**config.mk**
```make
export PLATFORM = sky130hd
export DESIGN_NAME = hd44780_byte_sender_flat
export DESIGN_NICKNAME = d
export VERILOG_FILES = /design/src/rtl/hd44780_byte_sender_pkg.sv /design/src/rtl/hd44780_byte_sender_if.sv /design/src/rtl/hd44780_byte_sender_tick_counter.sv /design/src/rtl/hd44780_byte_sender.sv /design/src/flat_wrapper.sv
export SDC_FILE = /design/constraint.sdc
export NUM_CORES = 1
export LEC_CHECK = 0
export CORE_AREA = 10 10 72 74
export CTS_BUF_LIST = sky130_fd_sc_hd__clkbuf_4 sky130_fd_sc_hd__clkbuf_8
export DETAILED_ROUTE_END_ITERATION = 16
export DIE_AREA = 0 0 82 84
export GPL_ROUTABILITY_DRIVEN = 0
export PLACE_DENSITY = 0.86
export REMOVE_ABC_BUFFERS = 1
export SETUP_SLACK_MARGIN = 0.05
export SLEW_MARGIN = 20
export SYNTH_ARGS = -nofsm -noshare
export SYNTH_HDL_FRONTEND = slang
export SYNTH_SLANG_ARGS = --single-unit
```
**constraint.sdc**
```tcl
create_clock -name CLK_I -period 2 [get_ports CLK_I]
set_input_delay 0.3 -clock CLK_I [delete_from_list [all_inputs] [get_ports CLK_I]]
set_output_delay 0.3 -clock CLK_I [all_outputs]
set_load 0.005 [all_outputs]
```
**src/rtl/hd44780_byte_sender_pkg.sv**
```systemverilog
// Shared timing defaults and FSM state encoding for the HD44780 4-bit byte sender.
package hd44780_byte_sender_pkg;

  // Default nybble timing in clocks at the build clock rate
  localparam int unsigned H4NS_TICKS_TAS   = 3;
  localparam int unsigned H4NS_TICKS_PWEH  = 22;
  localparam int unsigned H4NS_TICKS_TCYCE = 48;
  localparam int unsigned H4NS_COUNT_BITS  = 6;
  localparam int unsigned H4_DELAY_53US    = 2544;
  localparam int unsigned H4_EXEC_BITS     = 12;

  typedef enum logic [2:0] {
    ST_IDLE  = 3'd0,
    ST_SETUP = 3'd1,
    ST_EHIGH = 3'd2,
    ST_ELOW  = 3'd3,
    ST_EXEC  = 3'd4,
    ST_DONE  = 3'd5
  } state_e;

endpackage

```
**src/rtl/hd44780_byte_sender_if.sv**
```systemverilog
// Upstream request/completion bundle between the LCD sequencer and the byte sender.
interface hd44780_byte_sender_if;
  // start_strobe is a one-clock request taken only while the sender is idle (or in its
  // completion clock); requests during busy are dropped, never queued. DAT_I/rs_i/nyb_only_i
  // are captured on the accepting edge. end_strobe pulses for one clock when the byte and
  // its execution wait are finished.
  logic [7:0] DAT_I;
  logic       rs_i;
  logic       nyb_only_i;
  logic       start_strobe;
  logic       busy;
  logic       end_strobe;

  modport master (
    output DAT_I, rs_i, nyb_only_i, start_strobe,
    input  busy, end_strobe
  );

  modport slave (
    input  DAT_I, rs_i, nyb_only_i, start_strobe,
    output busy, end_strobe
  );
endinterface

```
**src/rtl/hd44780_byte_sender_tick_counter.sv**
```systemverilog
// Loadable down-counter; done is high while the count sits at 1 (last clock of a phase).
module hd44780_byte_sender_tick_counter #(
  parameter int unsigned WIDTH = 6
) (
  input  logic             clk,
  input  logic             rst_n,
  input  logic             load,
  input  logic [WIDTH-1:0] load_val,
  output logic             done
);

  logic [WIDTH-1:0] count_q, count_d;

  always_comb begin
    count_d = count_q;
    if (load) begin
      count_d = load_val;
    end else if (count_q != '0) begin
      count_d = count_q - 1'b1;
    end
  end

  always_ff @(posedge clk) begin
    if (!rst_n) begin
      count_q <= '0;
    end else begin
      count_q <= count_d;
    end
  end

  assign done = (count_q == WIDTH'(1));

endmodule

```
**src/rtl/hd44780_byte_sender.sv**
```systemverilog
// Sends one byte (high nybble first) or a lone high nybble over the HD44780 4-bit bus,
// then waits out the command execution time before signalling completion.
module hd44780_byte_sender
  import hd44780_byte_sender_pkg::*;
#(
  parameter int unsigned TICKS_TAS   = H4NS_TICKS_TAS,
  parameter int unsigned TICKS_PWEH  = H4NS_TICKS_PWEH,
  parameter int unsigned TICKS_TCYCE = H4NS_TICKS_TCYCE,
  parameter int unsigned COUNT_BITS  = H4NS_COUNT_BITS,
  parameter int unsigned TICKS_EXEC  = H4_DELAY_53US,
  parameter int unsigned EXEC_BITS   = H4_EXEC_BITS
) (
  input  logic                    CLK_I,
  input  logic                    RST_I,
  hd44780_byte_sender_if.slave    up,
  output logic                    lcd_rs,
  output logic                    lcd_e,
  output logic [3:0]              lcd_data,
  output state_e                  dbg_state
);

  localparam int unsigned TICKS_ELOW = TICKS_TCYCE - TICKS_TAS - TICKS_PWEH;

  state_e          state_q, state_d;
  logic [3:0]      dat_lo_q, dat_lo_d;
  logic            nyb_only_q, nyb_only_d;
  logic            second_q, second_d;
  logic            busy_q, busy_d;
  logic            end_q, end_d;
  logic            lcd_e_q, lcd_e_d;
  logic            lcd_rs_q, lcd_rs_d;
  logic [3:0]      lcd_data_q, lcd_data_d;
  logic            ph_load, ph_done, ex_load, ex_done;
  logic [COUNT_BITS-1:0] ph_val;

  hd44780_byte_sender_tick_counter #(.WIDTH(COUNT_BITS)) u_phase_cnt (
    .clk(CLK_I), .rst_n(RST_I), .load(ph_load), .load_val(ph_val), .done(ph_done)
  );

  hd44780_byte_sender_tick_counter #(.WIDTH(EXEC_BITS)) u_exec_cnt (
    .clk(CLK_I), .rst_n(RST_I), .load(ex_load), .load_val(EXEC_BITS'(TICKS_EXEC)),
    .done(ex_done)
  );

  always_comb begin
    state_d    = state_q;
    dat_lo_d   = dat_lo_q;
    nyb_only_d = nyb_only_q;
    second_d   = second_q;
    lcd_rs_d   = lcd_rs_q;
    lcd_data_d = lcd_data_q;
    ph_load    = 1'b0;
    ph_val     = COUNT_BITS'(TICKS_TAS);
    ex_load    = 1'b0;
    unique case (state_q)
      // The completion clock accepts a new request so transfers can run back to back
      ST_IDLE, ST_DONE: begin
        state_d = ST_IDLE;
        if (up.start_strobe) begin
          state_d    = ST_SETUP;
          dat_lo_d   = up.DAT_I[3:0];
          nyb_only_d = up.nyb_only_i;
          second_d   = 1'b0;
          lcd_rs_d   = up.rs_i;
          lcd_data_d = up.DAT_I[7:4];
          ph_load    = 1'b1;
        end
      end
      ST_SETUP: begin
        if (ph_done) begin
          state_d = ST_EHIGH;
          ph_load = 1'b1;
          ph_val  = COUNT_BITS'(TICKS_PWEH);
        end
      end
      ST_EHIGH: begin
        if (ph_done) begin
          state_d = ST_ELOW;
          ph_load = 1'b1;
          ph_val  = COUNT_BITS'(TICKS_ELOW);
        end
      end
      ST_ELOW: begin
        if (ph_done) begin
          if (!nyb_only_q && !second_q) begin
            state_d    = ST_SETUP;
            second_d   = 1'b1;
            lcd_data_d = dat_lo_q;
            ph_load    = 1'b1;
          end else if (TICKS_EXEC != 0) begin
            state_d = ST_EXEC;
            ex_load = 1'b1;
          end else begin
            state_d = ST_DONE;
          end
        end
      end
      ST_EXEC: begin
        if (ex_done) state_d = ST_DONE;
      end
      default: state_d = ST_IDLE;
    endcase
    // Outputs are registered from the next state so they line up with the state register
    busy_d  = (state_d == ST_SETUP) || (state_d == ST_EHIGH) ||
              (state_d == ST_ELOW)  || (state_d == ST_EXEC);
    lcd_e_d = (state_d == ST_EHIGH);
    end_d   = (state_d == ST_DONE);
  end

  always_ff @(posedge CLK_I) begin
    if (!RST_I) begin
      state_q    <= ST_IDLE;
      dat_lo_q   <= 4'h0;
      nyb_only_q <= 1'b0;
      second_q   <= 1'b0;
      busy_q     <= 1'b0;
      end_q      <= 1'b0;
      lcd_e_q    <= 1'b0;
      lcd_rs_q   <= 1'b0;
      lcd_data_q <= 4'h0;
    end else begin
      state_q    <= state_d;
      dat_lo_q   <= dat_lo_d;
      nyb_only_q <= nyb_only_d;
      second_q   <= second_d;
      busy_q     <= busy_d;
      end_q      <= end_d;
      lcd_e_q    <= lcd_e_d;
      lcd_rs_q   <= lcd_rs_d;
      lcd_data_q <= lcd_data_d;
    end
  end

  assign up.busy       = busy_q;
  assign up.end_strobe = end_q;
  assign lcd_e         = lcd_e_q;
  assign lcd_rs        = lcd_rs_q;
  assign lcd_data      = lcd_data_q;
  assign dbg_state     = state_q;

endmodule

```
**src/flat_wrapper.sv**
```systemverilog
// flat-port wrapper written by rule: the top's interface ports become plain ports
module hd44780_byte_sender_flat import hd44780_byte_sender_pkg::*;
#(
  parameter int unsigned TICKS_TAS   = H4NS_TICKS_TAS,
  parameter int unsigned TICKS_PWEH  = H4NS_TICKS_PWEH,
  parameter int unsigned TICKS_TCYCE = H4NS_TICKS_TCYCE,
  parameter int unsigned COUNT_BITS  = H4NS_COUNT_BITS,
  parameter int unsigned TICKS_EXEC  = H4_DELAY_53US,
  parameter int unsigned EXEC_BITS   = H4_EXEC_BITS
)
  (CLK_I, RST_I, lcd_rs, lcd_e, lcd_data, dbg_state, up_DAT_I, up_rs_i, up_nyb_only_i, up_start_strobe, up_busy, up_end_strobe);
  hd44780_byte_sender_if up_i ();
  input  logic CLK_I;
  input  logic RST_I;
  output logic lcd_rs;
  output logic lcd_e;
  output logic [3:0] lcd_data;
  output state_e dbg_state;
  input wire logic [$bits(up_i.DAT_I)-1:0] up_DAT_I;
  input wire logic [$bits(up_i.rs_i)-1:0] up_rs_i;
  input wire logic [$bits(up_i.nyb_only_i)-1:0] up_nyb_only_i;
  input wire logic [$bits(up_i.start_strobe)-1:0] up_start_strobe;
  output wire logic [$bits(up_i.busy)-1:0] up_busy;
  output wire logic [$bits(up_i.end_strobe)-1:0] up_end_strobe;
  assign up_i.DAT_I = up_DAT_I;
  assign up_i.rs_i = up_rs_i;
  assign up_i.nyb_only_i = up_nyb_only_i;
  assign up_i.start_strobe = up_start_strobe;
  assign up_busy = up_i.busy;
  assign up_end_strobe = up_i.end_strobe;
  hd44780_byte_sender #(.TICKS_TAS(TICKS_TAS), .TICKS_PWEH(TICKS_PWEH), .TICKS_TCYCE(TICKS_TCYCE), .COUNT_BITS(COUNT_BITS), .TICKS_EXEC(TICKS_EXEC), .EXEC_BITS(EXEC_BITS)) u_core (.CLK_I(CLK_I), .RST_I(RST_I), .up(up_i), .lcd_rs(lcd_rs), .lcd_e(lcd_e), .lcd_data(lcd_data), .dbg_state(dbg_state));
endmodule
```
# After elaboration in Yosys (flattened, before gate mapping)

Cells that the tools add are included.

Memory bits (read-only): 0
Output and inout bits: 11
Latch bits: 0
Word-level logic and storage cells: 77
Bits of input ports: 13
Memory bits (writable): 0
Memories kept: 0
Bits in registers: 35

Mux-type cells: 30
Order comparisons: 0
Eq/ne operators: 15
Reductions and logical operators: 17
Bitwise operators: 1
Shifts and indexed selects: 0
Divide/modulo/power cells: 0
Multiply operators: 0
Add/subtract/negate cells: 2

Operator list:

| cell                                                                    | count |
|---|---|
| 12-bit 2-to-1 mux                                                       | 2 |
| 3-bit 2-to-1 mux                                                        | 5 |
| 3-bit case mux with 5 select lines                                      | 1 |
| 12-bit by 1-bit equality test with 1-bit output, second input constant  | 1 |
| 3-bit by 2-bit equality test with 1-bit output, second input constant   | 4 |
| 3-bit equality test, second input constant                              | 4 |
| 4-bit 2-to-1 mux                                                        | 3 |
| 6-bit 2-to-1 mux                                                        | 2 |
| 6-bit case mux with 2 select lines                                      | 1 |
| 12-bit nonzero test                                                     | 1 |
| 12-bit by 1-bit subtractor with 12-bit output, second input constant    | 1 |
| 1-bit 2-to-1 mux                                                        | 11 |
| 5-bit 2-to-1 mux                                                        | 2 |
| 4-bit case mux with 2 select lines                                      | 1 |
| 3-bit by 1-bit equality test with 1-bit output, second input constant   | 2 |
| 6-bit by 1-bit equality test with 1-bit output, second input constant   | 1 |
| 2-bit nonzero test                                                      | 3 |
| 6-bit nonzero test                                                      | 1 |
| 2-bit OR reduction                                                      | 3 |
| 6-bit by 1-bit subtractor with 6-bit output, second input constant      | 1 |
| 2-bit by 1-bit inequality test with 1-bit output, second input constant | 2 |
| 4-bit AND reduction                                                     | 1 |
| 3-bit zero test                                                         | 1 |
| 1-bit logical OR                                                        | 3 |
| 7 further kinds                                                         | 8 |

# Longest topological paths before layout

Depth in word-level cells: 9
Depth in mapped cells: 7
Depth with buffers taken out: 6

# By module

Synthesis repeated with hierarchy kept, for this count alone.

Cells, all modules: 209
Area, all modules: 1,941.9 sq um

Modules (own cells, without submodules):

| module                                                 | area each (sq um) | sequential area each (sq um) | cells an instance | times used |
|---|---|---|---|---|
| hd44780_byte_sender                                    | 807.0             | 340.3                        | 81                | 1 |
| hd44780_byte_sender_tick_counter at u_core.u_exec_cnt  | 763.2             | 240.2                        | 83                | 1 |
| hd44780_byte_sender_tick_counter at u_core.u_phase_cnt | 371.6             | 120.1                        | 45                | 1 |

# Worst setup path after synthesis

OpenSTA, ideal clock, no wires.

Path kind: register to register
Start point: register u_core.u_phase_cnt.count_q[4]
End point: register u_core.u_exec_cnt.count_q[3]
Data required time: 1,875 ps
Path buffers: 2
Library setup time: 125 ps
Period minus slack after synthesis: 1,885 ps
Arrival: 1,760 ps
Setup slack: 115 ps
Cell stages (with the launch flop): 7
Path through: dfxtp_1 -> or4_4 -> buf_6 -> or4_4 -> buf_6 -> nand2_4 -> a21oi_1

Longest elaborated chain between the ends: 4

RTL lines:

| what                                           | line                                   | source |
|---|---|---|
| from (decl)                                    | hd44780_byte_sender_tick_counter.sv:12 | `logic [WIDTH-1:0] count_q, count_d;` |
| from (signal assigned)                         | hd44780_byte_sender_tick_counter.sv:27 | `count_q <= count_d;` |
| 6-bit by 1-bit equality test with 1-bit output | hd44780_byte_sender_tick_counter.sv:31 | `assign done = (count_q == WIDTH'(1));` |
| 1-bit 2-to-1 mux                               | hd44780_byte_sender.sv:84              | `if (ph_done) begin` |
| 1-bit 2-to-1 mux                               | hd44780_byte_sender.sv:55              | `unique case (state_q)` |
| 2-bit OR reduction (no source line)            | --                                     |  |
| to (signal assigned)                           | hd44780_byte_sender_tick_counter.sv:27 |  |
| to (decl)                                      | hd44780_byte_sender_tick_counter.sv:12 |  |

Every way passes these cells.
A chain may end at the register's enable or synchronous reset.

# Final worst setup path

Start point: register u_core.u_exec_cnt.count_q[1]
End point: register u_core.u_exec_cnt.count_q[7]

Longest elaborated chain between the ends: 3
Elaborated cells on any way between the ends: 5
Classes of those cells: add/sub (1); mux (2); reduce/logical (2)

RTL lines:

| what                                          | line                                   | source |
|---|---|---|
| 12-bit by 1-bit subtractor with 12-bit output | hd44780_byte_sender_tick_counter.sv:19 | `count_d = count_q - 1'b1;` |
| 12-bit 2-to-1 mux                             | hd44780_byte_sender_tick_counter.sv:18 | `end else if (count_q != '0) begin` |
| 12-bit 2-to-1 mux                             | hd44780_byte_sender_tick_counter.sv:16 | `if (load) begin` |

Several ways; a longest one is shown, not always the timed one. The select of a mux whose other input is x is not followed.

==> run metrics <==
Initial Util about half; Post-Synthesis Cells 199; Reg clk slew, reported paths 0.07 ns; Setup violations, final 0; leakage power between 0.9 and 1 nW; # nets final between 200 and 250; Max Transition Viols Final 0; Post-CTS Hold Buffers 0; via count between 1500 and 2000; Routed WL per cell approximately 15 um; RSZ-0062 raised after global routing no; worst skew pair latency 0.28 ns; ys async rst share 0%; Worst Tran Pin Value 0.585 ns; GR Util All Layers about an eighth; power per cell area approximately 1500 nW/um2; CP max-delay cell or4b_4; drt pass-1 iters 4; crit path launch type flip-flop; CP Class flip-flop to flip-flop; clock buffer depth 2; core box area 3860 um2; maximum fanout along the worst path 6; critical path endpoint category flip-flop; Crit. Startpoint u_core.u_exec_cnt.count_q[1]$_SDFFE_PP0P_; global-route wire length before repair between 6000 and 7000 um; fin crit share 95.5%; IO Count 24; Worst EP arrival 2.09 ns; sequential area share after synthesis a little under two fifths; Hold Startpoint u_core.dat_lo_q[0]$_SDFFE_PN0P_; Synth Flop Type dfxtp_1; I/O Buffers 23; clk root buf clkbuf_8; clk_skew between 0.003 and 0.004 ns; vias in the first global route about 1600; Synth Warn # 0; die height approximately 84 um; grt ovf 0; most frequent cells in the layout 34 x dfxtp_1, 23 x clkdlybuf4s50_1, 21 x nor2_1, 14 x mux2i_1, 11 x buf_4; Post-Syn Area 1880 um2; row count 23; Max Clk Rate 524 MHz; CP cell instances inv_4 > ha_4 > or4b_4 > o311ai_0 > xor2_1 > a21oi_1; Unique masters post-synth slightly below 50; layout cells sized above 1 between 10% and 20%; most common cell after layout, fill and taps aside dfxtp_1; Post-synth EDFFs 0; leading area contributor after synthesis dfxtp_1; #FFs+latches synth 35; post-synth top area share between 30% and 40%; initial antenna violation count 0; ranking of synthesized cells by area dfxtp_1 37%, mux2i_1 7.5%, nor2_1 4.4%; vias per cell between 5 and 6; hpwl dp 2980 um; DRC Markers 0; Initial DRC Count about 120; CP peak stage delay approximately 0.5 ns; Num CTS Buffers 5; final setup TNS 0 ns; Worst IR Drop VDD slightly above 0.0007 V; die area ~6900 um2; r2r startpoint u_core.u_exec_cnt.count_q[1]$_SDFFE_PP0P_; headroom to the max-slew limit 60.4%; Max-Cap Viols 0; Crit path max-delay family compound AO/OA/AOI/OAI gates; die width 82 um; Pwr Total approximately 0.0036 W; Area Growth Syn to Fin 23.2%; clock sink count 35; worst hold-check path type flip-flop to flip-flop; Final Hold Fails 0; worst path required time 2.18 ns; # diodes 0; wirelength, routed 4180 um; syn_area_per_cell 9.44 um2; CTS H-tree lvls 2; crit path time final 1.91 ns; Routed Antenna Nets 0; largest net degree at the start of global routing 19; Crit path buffers/inverters 1; status complete, no violations; CTS tree yes
-- synth_stat cells, types with 2 or more instances --
cell type and number:
nand2b_1 3, o221a_2 2, o311ai_0 2, o31a_1 2, inv_1 9, o31ai_1 3
nor3_1 10, or4_1 3, and4_1 3, xnor2_1 6, nor2_1 22, a311oi_1 2
o21a_1 3, nor3b_1 2, ha_1 6, or4_4 3, o311a_1 4, nor4b_1 2
nand3b_1 2, or2_2 3, nor2b_1 2, o21ai_0 6, a21oi_1 8, nor4_1 7
xor2_1 3, a31oi_1 3, dfxtp_1 35, nand2_1 2, mux2i_1 14, clkbuf_1 7
buf_6 2
-- stage by stage --
| step | hold slack, ns | setup WS, ns | util [%] | cell area, um2 | std cells |
|---|---|---|---|---|---|
| 2_1_floorplan | 0.418 | 0.0962 | - | 1790 | 187 |
| 3_3_place_gp | 0.473 | 0.0993 | 55.9 | 2160 | 270 |
| 3_5_place_dp | 0.489 | 0.0505 | 55.9 | 2160 | 270 |
| 4_1_cts | 0.506 | 0.0808 | 58.7 | 2260 | 278 |
| 5_1_grt | 0.518 | 0.0466 | 60.0 | 2310 | 279 |
| 6_report | 0.501 | 0.0902 | 60.0 | 2310 | 279 |
-- layer usage --
metal	global-route usage [%]	part of all wire, %
met4	3.72	1.4
met2	19.6	49
met5	0	0
met3	4.31	6.1
met1	14.3	44
-- tightest hold or removal path, stage by stage, from the launching register on --
cell and delay [ns]:
dfxtp_1 0.33, mux2i_1 0.06, nor2_1 0.08
-- state kept, by name (all words and copies together) (netlist names) --
signal and count:
u_core.second_q 1, u_core.dat_lo_q 4, u_core.u_exec_cnt.count_q 12, u_core.u_phase_cnt.count_q 6, u_core.lcd_e 1, u_core.dbg_state 3, u_core.up.busy 1, u_core.up.end_strobe 1
u_core.lcd_data 4, u_core.lcd_rs 1, u_core.nyb_only_q 1
-- final timing paths --
check                                              endpoint  slack (ns)  cells after the start
setup / recovery  u_core.u_exec_cnt.count_q[7]$_SDFFE_PN0P_        0.09                      6
hold / removal              u_core.dat_lo_q[0]$_SDFFE_PN0P_        0.50                      2
setup reg to reg  u_core.u_exec_cnt.count_q[7]$_SDFFE_PN0P_        0.09                      6
hold reg to reg             u_core.dat_lo_q[0]$_SDFFE_PN0P_        0.50                      2
-- cells by family after synthesis --
family / after synthesis / synth area share [%]
multiplexers: 14 / 7.46
AND/OR/NAND/NOR: 72 / 23.9
adder cells (fa/ha/maj): 6 / 3.99
buffers and inverters: 21 / 6.59
AO/OA/AOI/OAI: 42 / 16.6
XOR/XNOR: 9 / 4.19
flip-flops: 35 / 37.3
-- power breakdown --
part	total, W	leakage (nW)	switching, W	internal [W]
clock	0.000564	0.0505	0.000251	0.000313
combinational	0.00188	0.588	0.000957	0.000919
sequential	0.00111	0.288	0.000216	0.000899
-- final cells by class --
class	instances	area, um2
inverters	9	36.3
repair buffers	34	313
clock buffers	7	96.3
fillers	338	1540
clock inverters	1	7.51
flip-flops and latches	35	704
multi-input cells	143	1090
well taps	50	62.6
-- what timing repair did --
| action | CTS | global route |
|---|---|---|
| pin swaps | 0 | 2 |
| buffers inserted | 0 | 1 |
| resized for setup | 1 | 12 |
| endpoints found under the setup margin | 1 | 9 |
(Power assumes the default switching activity.)
